[config.mk]
export PLATFORM = sky130hd
export DESIGN_NAME = memory_interconnect_flat
export DESIGN_NICKNAME = d
export VERILOG_FILES = /design/src/rtl/memory_interconnect_if.sv /design/src/rtl/memory_interconnect.sv /design/src/flat_wrapper.sv
export SDC_FILE = /design/constraint.sdc
export NUM_CORES = 1
export LEC_CHECK = 0
export ABC_AREA = 1
export BUFFER_PORTS_ARGS = -buffer_cell sky130_fd_sc_hd__buf_2
export CORE_ASPECT_RATIO = 1.75
export CORE_MARGIN = 2
export CORE_UTILIZATION = 42
export DETAILED_ROUTE_END_ITERATION = 16
export HOLD_SLACK_MARGIN = 0.1
export PLACE_DENSITY = 0.88
export SLEW_MARGIN = 10
export SYNTH_ARGS = -nofsm -noshare
export SYNTH_HDL_FRONTEND = slang
export SYNTH_SLANG_ARGS = --single-unit
[constraint.sdc]
create_clock -name clock -period 1.8 [get_ports clock]
set_input_delay 0.36 -clock clock [delete_from_list [all_inputs] [get_ports clock]]
set_output_delay 0.36 -clock clock [all_outputs]
set_load 0.05 [all_outputs]
[src/rtl/memory_interconnect_if.sv]
// Bus bundle between the CPU data port and the memory interconnect, plus the
// fan-out to the downstream regions. The interconnect uses the slave modport.
interface memory_interconnect_if #(
    parameter int REGION_COUNT         = 4,
    parameter int REGION_ADDRESS_WIDTH = 12
);
    logic                            request_valid;
    logic                            request_ready;
    logic [31:0]                     request_address;
    logic [1:0]                      request_size;
    logic                            request_write_enable;
    logic [31:0]                     request_write_value;
    logic                            response_valid;
    logic [31:0]                     response_read_value;
    logic                            response_error;
    logic [REGION_COUNT-1:0]         region_request;
    logic [REGION_ADDRESS_WIDTH-1:0] region_address;
    logic                            region_write_enable;
    logic [3:0]                      region_byte_enable;
    logic [31:0]                     region_write_value;
    logic [REGION_COUNT-1:0]         region_ack;
    logic [32*REGION_COUNT-1:0]      region_read_value;

    modport slave (
        input  request_valid, request_address, request_size,
               request_write_enable, request_write_value,
               region_ack, region_read_value,
        output request_ready, response_valid, response_read_value, response_error,
               region_request, region_address, region_write_enable,
               region_byte_enable, region_write_value
    );

    modport master (
        output request_valid, request_address, request_size,
               request_write_enable, request_write_value,
               region_ack, region_read_value,
        input  request_ready, response_valid, response_read_value, response_error,
               region_request, region_address, region_write_enable,
               region_byte_enable, region_write_value
    );
endinterface

[src/rtl/memory_interconnect.sv]
// One-access-at-a-time CPU-to-region interconnect with decode/alignment faults.
// Optional acknowledge timeout: define MEMORY_INTERCONNECT_TIMEOUT_EN.
module memory_interconnect #(
    parameter int REGION_COUNT         = 4,
    parameter int REGION_SELECT_LSB    = 12,
    parameter int REGION_ADDRESS_WIDTH = 12,
    parameter int TIMEOUT_CYCLES       = 15
) (
    input  logic                 clock,
    input  logic                 reset,
    memory_interconnect_if.slave bus
);
    localparam int IDX_W   = $clog2(REGION_COUNT);
    localparam int SEL_TOP = REGION_SELECT_LSB + IDX_W;

    typedef enum logic [1:0] {
        ST_IDLE,
        ST_ACCESS,
        ST_RESPOND
    } state_t;

    generate
        if (REGION_COUNT < 2 || (REGION_COUNT & (REGION_COUNT - 1)) != 0 ||
            TIMEOUT_CYCLES < 1 || REGION_ADDRESS_WIDTH < 2 ||
            REGION_ADDRESS_WIDTH > REGION_SELECT_LSB || SEL_TOP > 32) begin : g_bad_params
            $error("memory_interconnect: illegal parameter combination");
        end
    endgenerate

    state_t                          state_q;
    logic [IDX_W-1:0]                index_q;
    logic [1:0]                      offset_q;
    logic [1:0]                      size_q;
    logic                            write_q;
    logic                            request_ready_q;
    logic                            response_valid_q;
    logic                            response_error_q;
    logic [31:0]                     response_read_value_q;
    logic [REGION_COUNT-1:0]         region_request_q;
    logic [REGION_ADDRESS_WIDTH-1:0] region_address_q;
    logic                            region_write_enable_q;
    logic [3:0]                      region_byte_enable_q;
    logic [31:0]                     region_write_value_q;

    // Decode of the incoming request, consumed only in IDLE.
    logic [IDX_W-1:0]                index_d;
    logic                            decode_error_d;
    logic [3:0]                      byte_enable_d;
    logic [31:0]                     write_value_d;
    logic [REGION_ADDRESS_WIDTH-1:0] region_address_d;
    logic                            upper_nonzero;

    assign index_d          = bus.request_address[SEL_TOP-1 -: IDX_W];
    assign upper_nonzero    = |(bus.request_address >> SEL_TOP);
    assign region_address_d = {bus.request_address[REGION_ADDRESS_WIDTH-1:2], 2'b00};

    always_comb begin
        decode_error_d = upper_nonzero;
        byte_enable_d  = 4'b0000;
        write_value_d  = bus.request_write_value;
        case (bus.request_size)
            2'b00: begin
                byte_enable_d = 4'b0001 << bus.request_address[1:0];
                write_value_d = {4{bus.request_write_value[7:0]}};
            end
            2'b01: begin
                byte_enable_d = bus.request_address[1] ? 4'b1100 : 4'b0011;
                write_value_d = {2{bus.request_write_value[15:0]}};
                if (bus.request_address[0]) decode_error_d = 1'b1;
            end
            2'b10: begin
                byte_enable_d = 4'b1111;
                if (bus.request_address[1:0] != 2'b00) decode_error_d = 1'b1;
            end
            default: decode_error_d = 1'b1;
        endcase
    end

    // Read path: pick the selected region's word, then right-align the lane.
    logic [31:0] lane_word [REGION_COUNT];
    logic [31:0] selected_word;
    logic [31:0] shifted_word;
    logic [31:0] read_value_d;
    logic        ack_selected;

    genvar gi;
    generate
        for (gi = 0; gi < REGION_COUNT; gi++) begin : g_region_mux
            assign lane_word[gi] = (index_q == IDX_W'(gi)) ?
                                   bus.region_read_value[32*gi +: 32] : 32'd0;
        end
    endgenerate

    always_comb begin
        selected_word = 32'd0;
        for (int i = 0; i < REGION_COUNT; i++) begin
            selected_word = selected_word | lane_word[i];
        end
    end

    assign shifted_word = selected_word >> {offset_q, 3'b000};
    assign ack_selected = bus.region_ack[index_q];

    always_comb begin
        read_value_d = 32'd0;
        if (!write_q) begin
            case (size_q)
                2'b00:   read_value_d = {24'd0, shifted_word[7:0]};
                2'b01:   read_value_d = {16'd0, shifted_word[15:0]};
                default: read_value_d = shifted_word;
            endcase
        end
    end

    logic timeout_hit;
`ifdef MEMORY_INTERCONNECT_TIMEOUT_EN
    localparam int CNT_W = $clog2(TIMEOUT_CYCLES + 1);
    logic [CNT_W-1:0] timeout_count_q;

    // Counter sits at zero outside ACCESS, so it is clear on every entry.
    always_ff @(posedge clock) begin
        if (reset || state_q != ST_ACCESS) begin
            timeout_count_q <= '0;
        end else if (!ack_selected) begin
            timeout_count_q <= timeout_count_q + CNT_W'(1);
        end
    end

    assign timeout_hit = (state_q == ST_ACCESS) && !ack_selected &&
                         (timeout_count_q == CNT_W'(TIMEOUT_CYCLES - 1));
`else
    assign timeout_hit = 1'b0;
`endif

    always_ff @(posedge clock) begin
        if (reset) begin
            state_q               <= ST_IDLE;
            index_q               <= '0;
            offset_q              <= 2'b00;
            size_q                <= 2'b00;
            write_q               <= 1'b0;
            request_ready_q       <= 1'b1;
            response_valid_q      <= 1'b0;
            response_error_q      <= 1'b0;
            response_read_value_q <= 32'd0;
            region_request_q      <= '0;
            region_address_q      <= '0;
            region_write_enable_q <= 1'b0;
            region_byte_enable_q  <= 4'b0000;
            region_write_value_q  <= 32'd0;
        end else begin
            case (state_q)
                ST_IDLE: begin
                    if (bus.request_valid) begin
                        index_q         <= index_d;
                        offset_q        <= bus.request_address[1:0];
                        size_q          <= bus.request_size;
                        write_q         <= bus.request_write_enable;
                        request_ready_q <= 1'b0;
                        if (decode_error_d) begin
                            state_q               <= ST_RESPOND;
                            response_valid_q      <= 1'b1;
                            response_error_q      <= 1'b1;
                            response_read_value_q <= 32'd0;
                        end else begin
                            state_q               <= ST_ACCESS;
                            region_request_q      <= REGION_COUNT'(1) << index_d;
                            region_address_q      <= region_address_d;
                            region_write_enable_q <= bus.request_write_enable;
                            region_byte_enable_q  <= byte_enable_d;
                            region_write_value_q  <= write_value_d;
                        end
                    end
                end
                ST_ACCESS: begin
                    // An ack coinciding with the timeout still completes normally.
                    if (ack_selected) begin
                        state_q               <= ST_RESPOND;
                        region_request_q      <= '0;
                        response_valid_q      <= 1'b1;
                        response_error_q      <= 1'b0;
                        response_read_value_q <= read_value_d;
                    end else if (timeout_hit) begin
                        state_q               <= ST_RESPOND;
                        region_request_q      <= '0;
                        response_valid_q      <= 1'b1;
                        response_error_q      <= 1'b1;
                        response_read_value_q <= 32'd0;
                    end
                end
                ST_RESPOND: begin
                    state_q          <= ST_IDLE;
                    response_valid_q <= 1'b0;
                    response_error_q <= 1'b0;
                    request_ready_q  <= 1'b1;
                end
                default: begin
                    state_q          <= ST_IDLE;
                    region_request_q <= '0;
                    response_valid_q <= 1'b0;
                    request_ready_q  <= 1'b1;
                end
            endcase
        end
    end

    assign bus.request_ready       = request_ready_q;
    assign bus.response_valid      = response_valid_q;
    assign bus.response_error      = response_error_q;
    assign bus.response_read_value = response_read_value_q;
    assign bus.region_request      = region_request_q;
    assign bus.region_address      = region_address_q;
    assign bus.region_write_enable = region_write_enable_q;
    assign bus.region_byte_enable  = region_byte_enable_q;
    assign bus.region_write_value  = region_write_value_q;
endmodule

[src/flat_wrapper.sv]
// flat-port wrapper written by rule: the top's interface ports become plain ports
module memory_interconnect_flat 
#(
    parameter int REGION_COUNT         = 4,
    parameter int REGION_SELECT_LSB    = 12,
    parameter int REGION_ADDRESS_WIDTH = 12,
    parameter int TIMEOUT_CYCLES       = 15
)
  (clock, reset, bus_request_valid, bus_request_address, bus_request_size, bus_request_write_enable, bus_request_write_value, bus_region_ack, bus_region_read_value, bus_request_ready, bus_response_valid, bus_response_read_value, bus_response_error, bus_region_request, bus_region_address, bus_region_write_enable, bus_region_byte_enable, bus_region_write_value);
  memory_interconnect_if #(.REGION_COUNT(REGION_COUNT), .REGION_ADDRESS_WIDTH(REGION_ADDRESS_WIDTH)) bus_i ();
  input  logic clock;
  input  logic reset;
  input wire logic [$bits(bus_i.request_valid)-1:0] bus_request_valid;
  input wire logic [$bits(bus_i.request_address)-1:0] bus_request_address;
  input wire logic [$bits(bus_i.request_size)-1:0] bus_request_size;
  input wire logic [$bits(bus_i.request_write_enable)-1:0] bus_request_write_enable;
  input wire logic [$bits(bus_i.request_write_value)-1:0] bus_request_write_value;
  input wire logic [$bits(bus_i.region_ack)-1:0] bus_region_ack;
  input wire logic [$bits(bus_i.region_read_value)-1:0] bus_region_read_value;
  output wire logic [$bits(bus_i.request_ready)-1:0] bus_request_ready;
  output wire logic [$bits(bus_i.response_valid)-1:0] bus_response_valid;
  output wire logic [$bits(bus_i.response_read_value)-1:0] bus_response_read_value;
  output wire logic [$bits(bus_i.response_error)-1:0] bus_response_error;
  output wire logic [$bits(bus_i.region_request)-1:0] bus_region_request;
  output wire logic [$bits(bus_i.region_address)-1:0] bus_region_address;
  output wire logic [$bits(bus_i.region_write_enable)-1:0] bus_region_write_enable;
  output wire logic [$bits(bus_i.region_byte_enable)-1:0] bus_region_byte_enable;
  output wire logic [$bits(bus_i.region_write_value)-1:0] bus_region_write_value;
  assign bus_i.request_valid = bus_request_valid;
  assign bus_i.request_address = bus_request_address;
  assign bus_i.request_size = bus_request_size;
  assign bus_i.request_write_enable = bus_request_write_enable;
  assign bus_i.request_write_value = bus_request_write_value;
  assign bus_i.region_ack = bus_region_ack;
  assign bus_i.region_read_value = bus_region_read_value;
  assign bus_request_ready = bus_i.request_ready;
  assign bus_response_valid = bus_i.response_valid;
  assign bus_response_read_value = bus_i.response_read_value;
  assign bus_response_error = bus_i.response_error;
  assign bus_region_request = bus_i.region_request;
  assign bus_region_address = bus_i.region_address;
  assign bus_region_write_enable = bus_i.region_write_enable;
  assign bus_region_byte_enable = bus_i.region_byte_enable;
  assign bus_region_write_value = bus_i.region_write_value;
  memory_interconnect #(.REGION_COUNT(REGION_COUNT), .REGION_SELECT_LSB(REGION_SELECT_LSB), .REGION_ADDRESS_WIDTH(REGION_ADDRESS_WIDTH), .TIMEOUT_CYCLES(TIMEOUT_CYCLES)) u_core (.clock(clock), .reset(reset), .bus(bus_i));
endmodule
==> results of run 1 <==
-- power breakdown --
| group | leakage [nW] | internal [mW] | total [mW] | switching (mW) |
|---|---|---|---|---|
| clock network | 0.141 | 1.09 | 1.93 | 0.835 |
| registers | 0.778 | 2.55 | 2.78 | 0.234 |
| logic | 3.48 | 1.76 | 5.63 | 3.87 |
-- layer usage --
layer,GRT usage (%),part of all wire (%)
met1,27.6,35
met2,52.1,52
met3,5.54,7.5
met4,17.7,6.3
met5,0,0
-- worst register-to-register path: stages (launching register included) --
cell and delay [ns]:
sky130_fd_sc_hd__dfxtp_4 0.37, sky130_fd_sc_hd__nor2_2 0.18, sky130_fd_sc_hd__buf_6 0.21, sky130_fd_sc_hd__nand2_1 0.07, sky130_fd_sc_hd__nand2_1 0.06, sky130_fd_sc_hd__nor2_1 0.05, sky130_fd_sc_hd__buf_4 0.13, sky130_fd_sc_hd__nor2_1 0.11
sky130_fd_sc_hd__o21ai_0 0.09, sky130_fd_sc_hd__nor2_1 0.20, sky130_fd_sc_hd__nor2_1 0.07, sky130_fd_sc_hd__nor2_1 0.09
-- area by class of cell --
type	count	area (um^2)
clock inverters	5	63.8
multi-input cells	754	3280
repair buffers	343	1970
fillers	1293	5330
clock buffers	11	233
flip-flops and latches	95	1910
diodes	1	2.50
well taps	174	218
inverters	100	382
-- synthesized netlist by cell type --
master,number,area share [%]
sky130_fd_sc_hd__buf_6,1,0.20
sky130_fd_sc_hd__dfxtp_1,95,33
sky130_fd_sc_hd__o211ai_1,1,0.13
sky130_fd_sc_hd__inv_2,4,0.26
sky130_fd_sc_hd__nand3_1,46,4.0
sky130_fd_sc_hd__o31ai_1,4,0.52
sky130_fd_sc_hd__nand3b_1,1,0.13
sky130_fd_sc_hd__and2_0,1,0.11
sky130_fd_sc_hd__a211oi_1,1,0.13
sky130_fd_sc_hd__a21oi_1,83,7.2
sky130_fd_sc_hd__buf_1,7,0.46
sky130_fd_sc_hd__inv_1,95,6.2
sky130_fd_sc_hd__ha_1,8,1.7
sky130_fd_sc_hd__conb_1,1,0.065
sky130_fd_sc_hd__buf_4,6,0.78
sky130_fd_sc_hd__o21ai_1,1,0.087
sky130_fd_sc_hd__o22ai_1,10,1.1
sky130_fd_sc_hd__nand2_1,424,28
sky130_fd_sc_hd__clkinv_1,1,0.065
sky130_fd_sc_hd__or2_2,3,0.33
sky130_fd_sc_hd__nand4_1,11,1.2
sky130_fd_sc_hd__clkbuf_1,28,1.8
sky130_fd_sc_hd__nor2_4,2,0.39
sky130_fd_sc_hd__o21ai_0,32,2.8
sky130_fd_sc_hd__buf_2,14,1.2
sky130_fd_sc_hd__nor2_1,123,8.0
sky130_fd_sc_hd__nor3_1,1,0.087
-- state kept, by name (all words and copies together), names as in the netlist, 2 cells and up --
| name | flops |
|---|---|
| u_core.bus.region_byte_enable | 4 |
| u_core.size_q | 2 |
| u_core.bus.region_address | 10 |
| u_core.state_q | 2 |
| u_core.bus.region_request | 4 |
| u_core.bus.response_read_value | 32 |
| u_core.offset_q | 2 |
| u_core.bus.region_write_value | 32 |
| u_core.index_q | 2 |
-- kinds of logic after synthesis --
group	count (synthesis)
AOI/OAI and AO/OA	132
and+or+nand+nor	612
DFF	95
other	1
buffers and inverters	156
adders and majority gates	8
-- worst paths after layout --
check / from / end / slack [ns] / cells past startpoint
worst min register to register: u_core.bus.region_address[10] / u_core.bus.region_address[10] / 0.46 / 2
worst min-delay path: bus_request_address[2] / u_core.bus.region_address[2] / 0.25 / 3
worst max register to register: u_core.index_q[1] / u_core.bus.response_read_value[8] / 0.11 / 11
worst max-delay path: u_core.index_q[1] / u_core.bus.response_read_value[8] / 0.11 / 11
-- timing repair --
action | CTS | global route
buffers inserted | 0 | 2
pin swaps | 0 | 5
setup endpoints to repair | 9 | 43
resized for setup | 3 | 22
cloned | 0 | 1
==> insert_results.sql, run 1 <==
INSERT INTO impl_metrics (metric_group, metric, value, unit) VALUES
('outcome', 'status', 'complete, no violations', ''),
('final_layout', 'syn_to_final_growth', '40.4', '%'),
('route', 'routed_wire_length_per_instance', '14.1', 'um'),
('route', 'vias_per_cell', '4.95', ''),
('synthesis', 'summed_instance_area_of_the_synthesized_netlist', '0.00574', 'mm^2'),
('synthesis', 'synth_cell_type_count', '27', ''),
('synthesis', 'fraction_of_the_mapped_netlist_area_in_compound_gates', '12.0', '%'),
('sta', 'hold_viol_final', '0', ''),
('synthesis', 'synth_top_family_by_area', 'simple AND/OR/NAND/NOR gates', ''),
('synthesis', 'synth-adder-area-share', '1.74', '%'),
('final_layout', 'layout_commonest_cell', 'sky130_fd_sc_hd__nand2_1', ''),
('placed_design', 'placedInstanceArea', '0.00763', 'mm^2'),
('clock_tree', 'cts_htree_levels', '3', ''),
('die', 'initial_standard_cell_utilization_of_the_core', '42.9', '%'),
('sta', 'rsz0062_at_grt', 'true', ''),
('sta', 'finalCriticalPeriod', '1.69', 'ns'),
('synthesis', 'postSynthCellCount', '1004', ''),
('sta', 'finalHoldWorstSlack', '0.253', 'ns'),
('clock_tree', 'path_clk_slew', '0.07', 'ns'),
('clock_tree', 'cts.root.buffer_cell', 'sky130_fd_sc_hd__clkbuf_16', ''),
('synthesis', 'synthSimpleGateAreaFrac', '42.0', '%'),
('grt', 'first_pass_grt_wire_length', '32200', 'um'),
('die', 'core-area', '0.0134', 'mm^2'),
('synthesis', 'synth.yosys.warnings', '0', ''),
('placed_design', 'preCtsSetupSlack', '-0.229', 'ns'),
('final_layout', 'drive_above_1_share', '29.4', '%'),
('run', 'drv.max_cap_violation_count', '0', ''),
('power_and_ir_drop', 'fin_total_pwr', '10.3', 'mW'),
('critical_path', 'maximum_cell_stage_delay_along_the_critical_path', '0.37', 'ns'),
('clock_tree', 'cts_tree', 'done', ''),
('critical_path', 'most_used_cell_cp', 'sky130_fd_sc_hd__nor2_1', ''),
('critical_path', 'critical_path.max_fanout', '19', ''),
('critical_path', 'worstSetupPathType', 'reg -> reg', ''),
('sta', 'report.final.slew_viol_count', '0', ''),
('final_layout', 'fin_area', '0.00806', 'mm^2'),
('critical_path', 'critPathBufInv', '2', ''),
('clock_tree', 'cts_buffers', '9', ''),
('critical_path', 'crit_chain', 'nor2_2 > buf_6 > nand2_1 > nand2_1 > nor2_1 > buf_4 > nor2_1 > o21ai_0 > nor2_1 > nor2_1 > nor2_1', ''),
('grt', 'grt_pass1_vias', '6927', ''),
('synthesis', 'xor_xnor_fraction_of_synth_area', '0', '%'),
('placed_design', 'routabilityCongestion', '0.979', ''),
('route', 'drt_iter0_drc', '357', ''),
('critical_path', 'slowest_stage_cell_crit_path', 'sky130_fd_sc_hd__dfxtp_4', ''),
('die', 'die-width', '92.4', 'um'),
('placed_design', 'port_buffers', '287', ''),
('power_and_ir_drop', 'vdd_drop_max', '0.000795', 'V'),
('final_layout', 'instances_no_fill', '1483', ''),
('die', 'num_io_pins', '290', ''),
('route', 'detailroute.via_count', '7339', ''),
('sta', 'final-setup-viol-count', '0', ''),
('sta', 'final.period_utilization', '94.1', '%'),
('clock_tree', 'cts_num_sinks', '95', ''),
('sta', 'setup_slack', '0.106', 'ns'),
('clock_tree', 'cts_hold_buffers', '0', ''),
('grt', 'maximum_number_of_pins_on_one_net_before_global_route_repair', '48', ''),
('route', 'tritonroute_pass_1_iters', '5', ''),
('grt', 'gr-usage-all-layers', '27.8', '%'),
('grt', 'initial_antenna_violation_count', '1', ''),
('critical_path', 'worstSetupStartpointType', 'register', ''),
('critical_path', 'worstPathRequired', '2.08', 'ns'),
('sta', 'final.setup.tns', '0', 'ns'),
('placed_design', 'dpl.cell_count', '1463', ''),
('final_layout', 'layout_common_cells', 'sky130_fd_sc_hd__nand2_1, sky130_fd_sc_hd__buf_2, sky130_fd_sc_hd__nor2_1, sky130_fd_sc_hd__inv_1, sky130_fd_sc_hd__dfxtp_1', ''),
('sta', 'finClkSkew', '0.00807', 'ns'),
('placed_design', 'total_half_perimeter_wirelength_after_legalization_and_detailed_placement', '16600', 'um'),
('synthesis', 'multiplexer_area_fraction_after_synthesis', '0', '%'),
('power_and_ir_drop', 'cellLeakagePower', '4.40', 'nW'),
('route', 'finalWirelength', '21000', 'um'),
('sta', 'timing.fmax', '590', 'MHz'),
('grt', 'grt_overflow_total', '0', ''),
('clock_tree', 'insertion_delay', '0.34', 'ns');
Power figures use the tool's default switching activity.
==> run 2: changes to the inputs <==
--- a/config.mk
+++ b/config.mk
@@ -7,9 +7,12 @@
 export LEC_CHECK = 0
 export ABC_AREA = 1
 export BUFFER_PORTS_ARGS = -buffer_cell sky130_fd_sc_hd__buf_2
+export CAP_MARGIN = 20
+export CELL_PAD_IN_SITES_DETAIL_PLACEMENT = 0
+export CELL_PAD_IN_SITES_GLOBAL_PLACEMENT = 1
 export CORE_ASPECT_RATIO = 1.75
 export CORE_MARGIN = 2
-export CORE_UTILIZATION = 42
+export CORE_UTILIZATION = 27
 export DETAILED_ROUTE_END_ITERATION = 16
 export HOLD_SLACK_MARGIN = 0.1
 export PLACE_DENSITY = 0.88
==> run 2 against run 1 <==
Effect of this change: worst hold slack got worse by 0.0020 ns; critical path depth decreased by 1; cell count increased by 5.9%; sequential power increased by 1%; total power increased by 1.0%; wire length increased by 8.2%; design area increased by 3.5%; critical path type unchanged; largest cell class unchanged.
==> insert_results.sql, run 2 (synthesized netlist as in run 1, its figures left out) <==
INSERT INTO impl_metrics (metric_group, metric, value, unit) VALUES
('outcome', 'status', 'complete, no violations', ''),
('sta', 'final.period_utilization', '93.1', '%'),
('critical_path', 'worstSetupPathType', 'reg -> reg', ''),
('critical_path', 'crit_path_arrival_time', '1.96', 'ns'),
('placed_design', 'total_half_perimeter_wirelength_after_legalization_and_detailed_placement', '17500', 'um'),
('route', 'drt_iter0_drc', '235', ''),
('sta', 'rsz0062_at_grt', 'true', ''),
('critical_path', 'worstSetupStartpointType', 'register', ''),
('clock_tree', 'cts_tree', 'done', ''),
('critical_path', 'crit_chain', 'inv_1 > ha_1 > buf_4 > nand2_2 > nor3_4 > clkdlybuf4s15_2 > nand3_1 > nand3_1 > nand2_1 > nor2_1', ''),
('clock_tree', 'maximum_buffer_depth_of_the_clock_tree', '2', ''),
('die', 'die-width', '114', 'um'),
('clock_tree', 'cts_htree_levels', '3', ''),
('final_layout', 'num-nets-final', '1523', ''),
('route', 'vias_per_cell', '4.56', ''),
('placed_design', 'routabilityCongestion', '0.840', ''),
('power_and_ir_drop', 'fin_total_pwr', '10.4', 'mW'),
('route', 'finalWirelength', '22700', 'um'),
('critical_path', 'critical_path.max_fanout', '5', ''),
('critical_path', 'maximum_cell_stage_delay_along_the_critical_path', '0.34', 'ns'),
('sta', 'hold_viol_final', '0', ''),
('sta', 'timing.fmax', '597', 'MHz'),
('die', 'core-area', '0.0208', 'mm^2'),
('sta', 'finalCriticalPeriod', '1.68', 'ns'),
('clock_tree', 'path_clk_slew', '0.07', 'ns'),
('die', 'fp.dieArea', '0.0225', 'mm^2'),
('power_and_ir_drop', 'cellLeakagePower', '4.47', 'nW'),
('grt', 'first_pass_grt_wire_length', '33800', 'um'),
('sta', 'final-setup-viol-count', '0', ''),
('power_and_ir_drop', 'vdd_drop_max', '0.000497', 'V'),
('hold_path', 'min-delay-path-class', 'in -> reg', ''),
('grt', 'gr-usage-all-layers', '19.1', '%'),
('placed_design', 'dpl.cell_count', '1544', ''),
('clock_tree', 'cts.root.buffer_cell', 'sky130_fd_sc_hd__clkbuf_16', ''),
('placed_design', 'port_buffers', '287', ''),
('clock_tree', 'cts_buffers', '9', ''),
('clock_tree', 'insertion_delay', '0.35', 'ns'),
('run', 'drv.max_cap_violation_count', '0', ''),
('route', 'detailroute.via_count', '7159', ''),
('grt', 'grt_pass1_vias', '6884', ''),
('critical_path', 'endpoint_kind', 'register', ''),
('clock_tree', 'cts_num_sinks', '95', ''),
('final_layout', 'antenna-diode-count', '0', ''),
('final_layout', 'syn_to_final_growth', '45.3', '%'),
('route', 'drt.antenna.violating_nets', '0', ''),
('die', 'num_io_pins', '290', ''),
('die', 'die_y', '197', 'um'),
('grt', 'maximum_number_of_pins_on_one_net_before_global_route_repair', '46', ''),
('clock_tree', 'cts_hold_buffers', '0', ''),
('sta', 'worst-slew-pin-transition', '0.513', 'ns'),
('power_and_ir_drop', 'pwr_density_cell', '1250', 'mW/mm^2'),
('route', 'tritonroute_pass_1_iters', '4', ''),
('grt', 'initial_antenna_violation_count', '0', ''),
('route', 'routed_wire_length_per_instance', '14.4', 'um'),
('final_layout', 'layout_commonest_cell', 'sky130_fd_sc_hd__nand2_1', ''),
('grt', 'grt_overflow_total', '0', ''),
('critical_path', 'slowest_stage_cell_crit_path', 'sky130_fd_sc_hd__dfxtp_2', ''),
('critical_path', 'most_used_cell_cp', 'sky130_fd_sc_hd__nand3_1', ''),
('die', 'floorplan.rows', '70', ''),
('final_layout', 'layout_common_cells', 'sky130_fd_sc_hd__nand2_1, sky130_fd_sc_hd__buf_2, sky130_fd_sc_hd__nor2_1, sky130_fd_sc_hd__inv_1, sky130_fd_sc_hd__dfxtp_1', ''),
('final_layout', 'drive_above_1_share', '30.3', '%'),
('route', 'final_routed_drc_violation_total', '0', ''),
('sta', 'report.final.slew_viol_count', '0', ''),
('sta', 'relSlewSlack', '65.6', '%'),
('final_layout', 'instances_no_fill', '1570', ''),
('sta', 'finClkSkew', '0.00761', 'ns'),
('die', 'initial_standard_cell_utilization_of_the_core', '27.5', '%'),
('critical_path', 'worstPathRequired', '2.09', 'ns');
[run 2: changes by cell type in the layout (fill, tap and decap cells not counted), sizes merged]
cell           before  now
bufinv              1    0
inv               101  100
clkinvlp            2    1
diode               1    0
clkinv              1    4
buf               342  349
clkbuf             12   14
clkdlybuf4s15       0    1
[run 2: power breakdown]
group / switching (mW) / internal (mW) / total [mW] / leakage [nW]
Clock: 0.886 / 1.02 / 1.91 / 0.143
Combinational: 3.89 / 1.83 / 5.72 / 3.55
Sequential: 0.266 / 2.55 / 2.82 / 0.779
[run 2: worst max-delay path, delay by kind of cell, from the launching register on]
family | cells | cell delay, ns
DFF | 1 | 0.34
buffers and inverters | 3 | 0.50
and+or+nand+nor | 6 | 0.60
adders and majority gates | 1 | 0.17
[run 2: area by class of cell]
cell class                 instances  area [um^2]
fill                            2314        12500
multi-input combinational        754         3290
timing repair buffer             353         2150
sequential                        95         1910
inverter                         100          380
tap                              252          315
clock buffer                      11          253
clock inverter                     5         38.8
[run 2: worst paths after layout]
check                           slack [ns]  depth (start not counted)                            endpoint                              from
worst min register to register        0.46                          2    u_core.bus.region_write_value[4]  u_core.bus.region_write_value[4]
worst min-delay path                  0.25                          3        u_core.bus.region_address[9]            bus_request_address[9]
worst max-delay path                  0.12                         10  u_core.bus.response_read_value[23]                 u_core.state_q[1]
worst max register to register        0.12                         10  u_core.bus.response_read_value[23]                 u_core.state_q[1]
[run 2: what timing repair did]
| item | in CTS | in global routing |
|---|---|---|
| gates resized for setup | 1 | 36 |
| buffers inserted | 0 | 3 |
| setup endpoints to repair | 1 | 72 |
| cloned | 0 | 7 |
| pin swaps | 0 | 1 |
[run 2: metal layers]
metal  vias to the layer above  GRT usage (%)  wire [um]
met4                         0           10.4       1280
met2                       271           37.2      12000
met5                         -              0          0
met1                      3131           18.3       7980
met3                        51           3.94       1430
li1                       3706              -          -
[run 2: per-stage QoR]
step,setup slack (ns),TNS (ns),instance area (um^2),util [%],hold WS [ns]
after floorplan,0.00120,0,5750,-,0.430
after global placement,-0.222,-11.53,7800,37.4,0.447
after detailed placement,-0.251,-15.37,7800,37.4,0.447
after CTS,0.0170,0,8100,38.8,0.236
after global routing,-0.0240,-0.0354,8340,40.0,0.253
final,0.125,0,8340,40.0,0.251
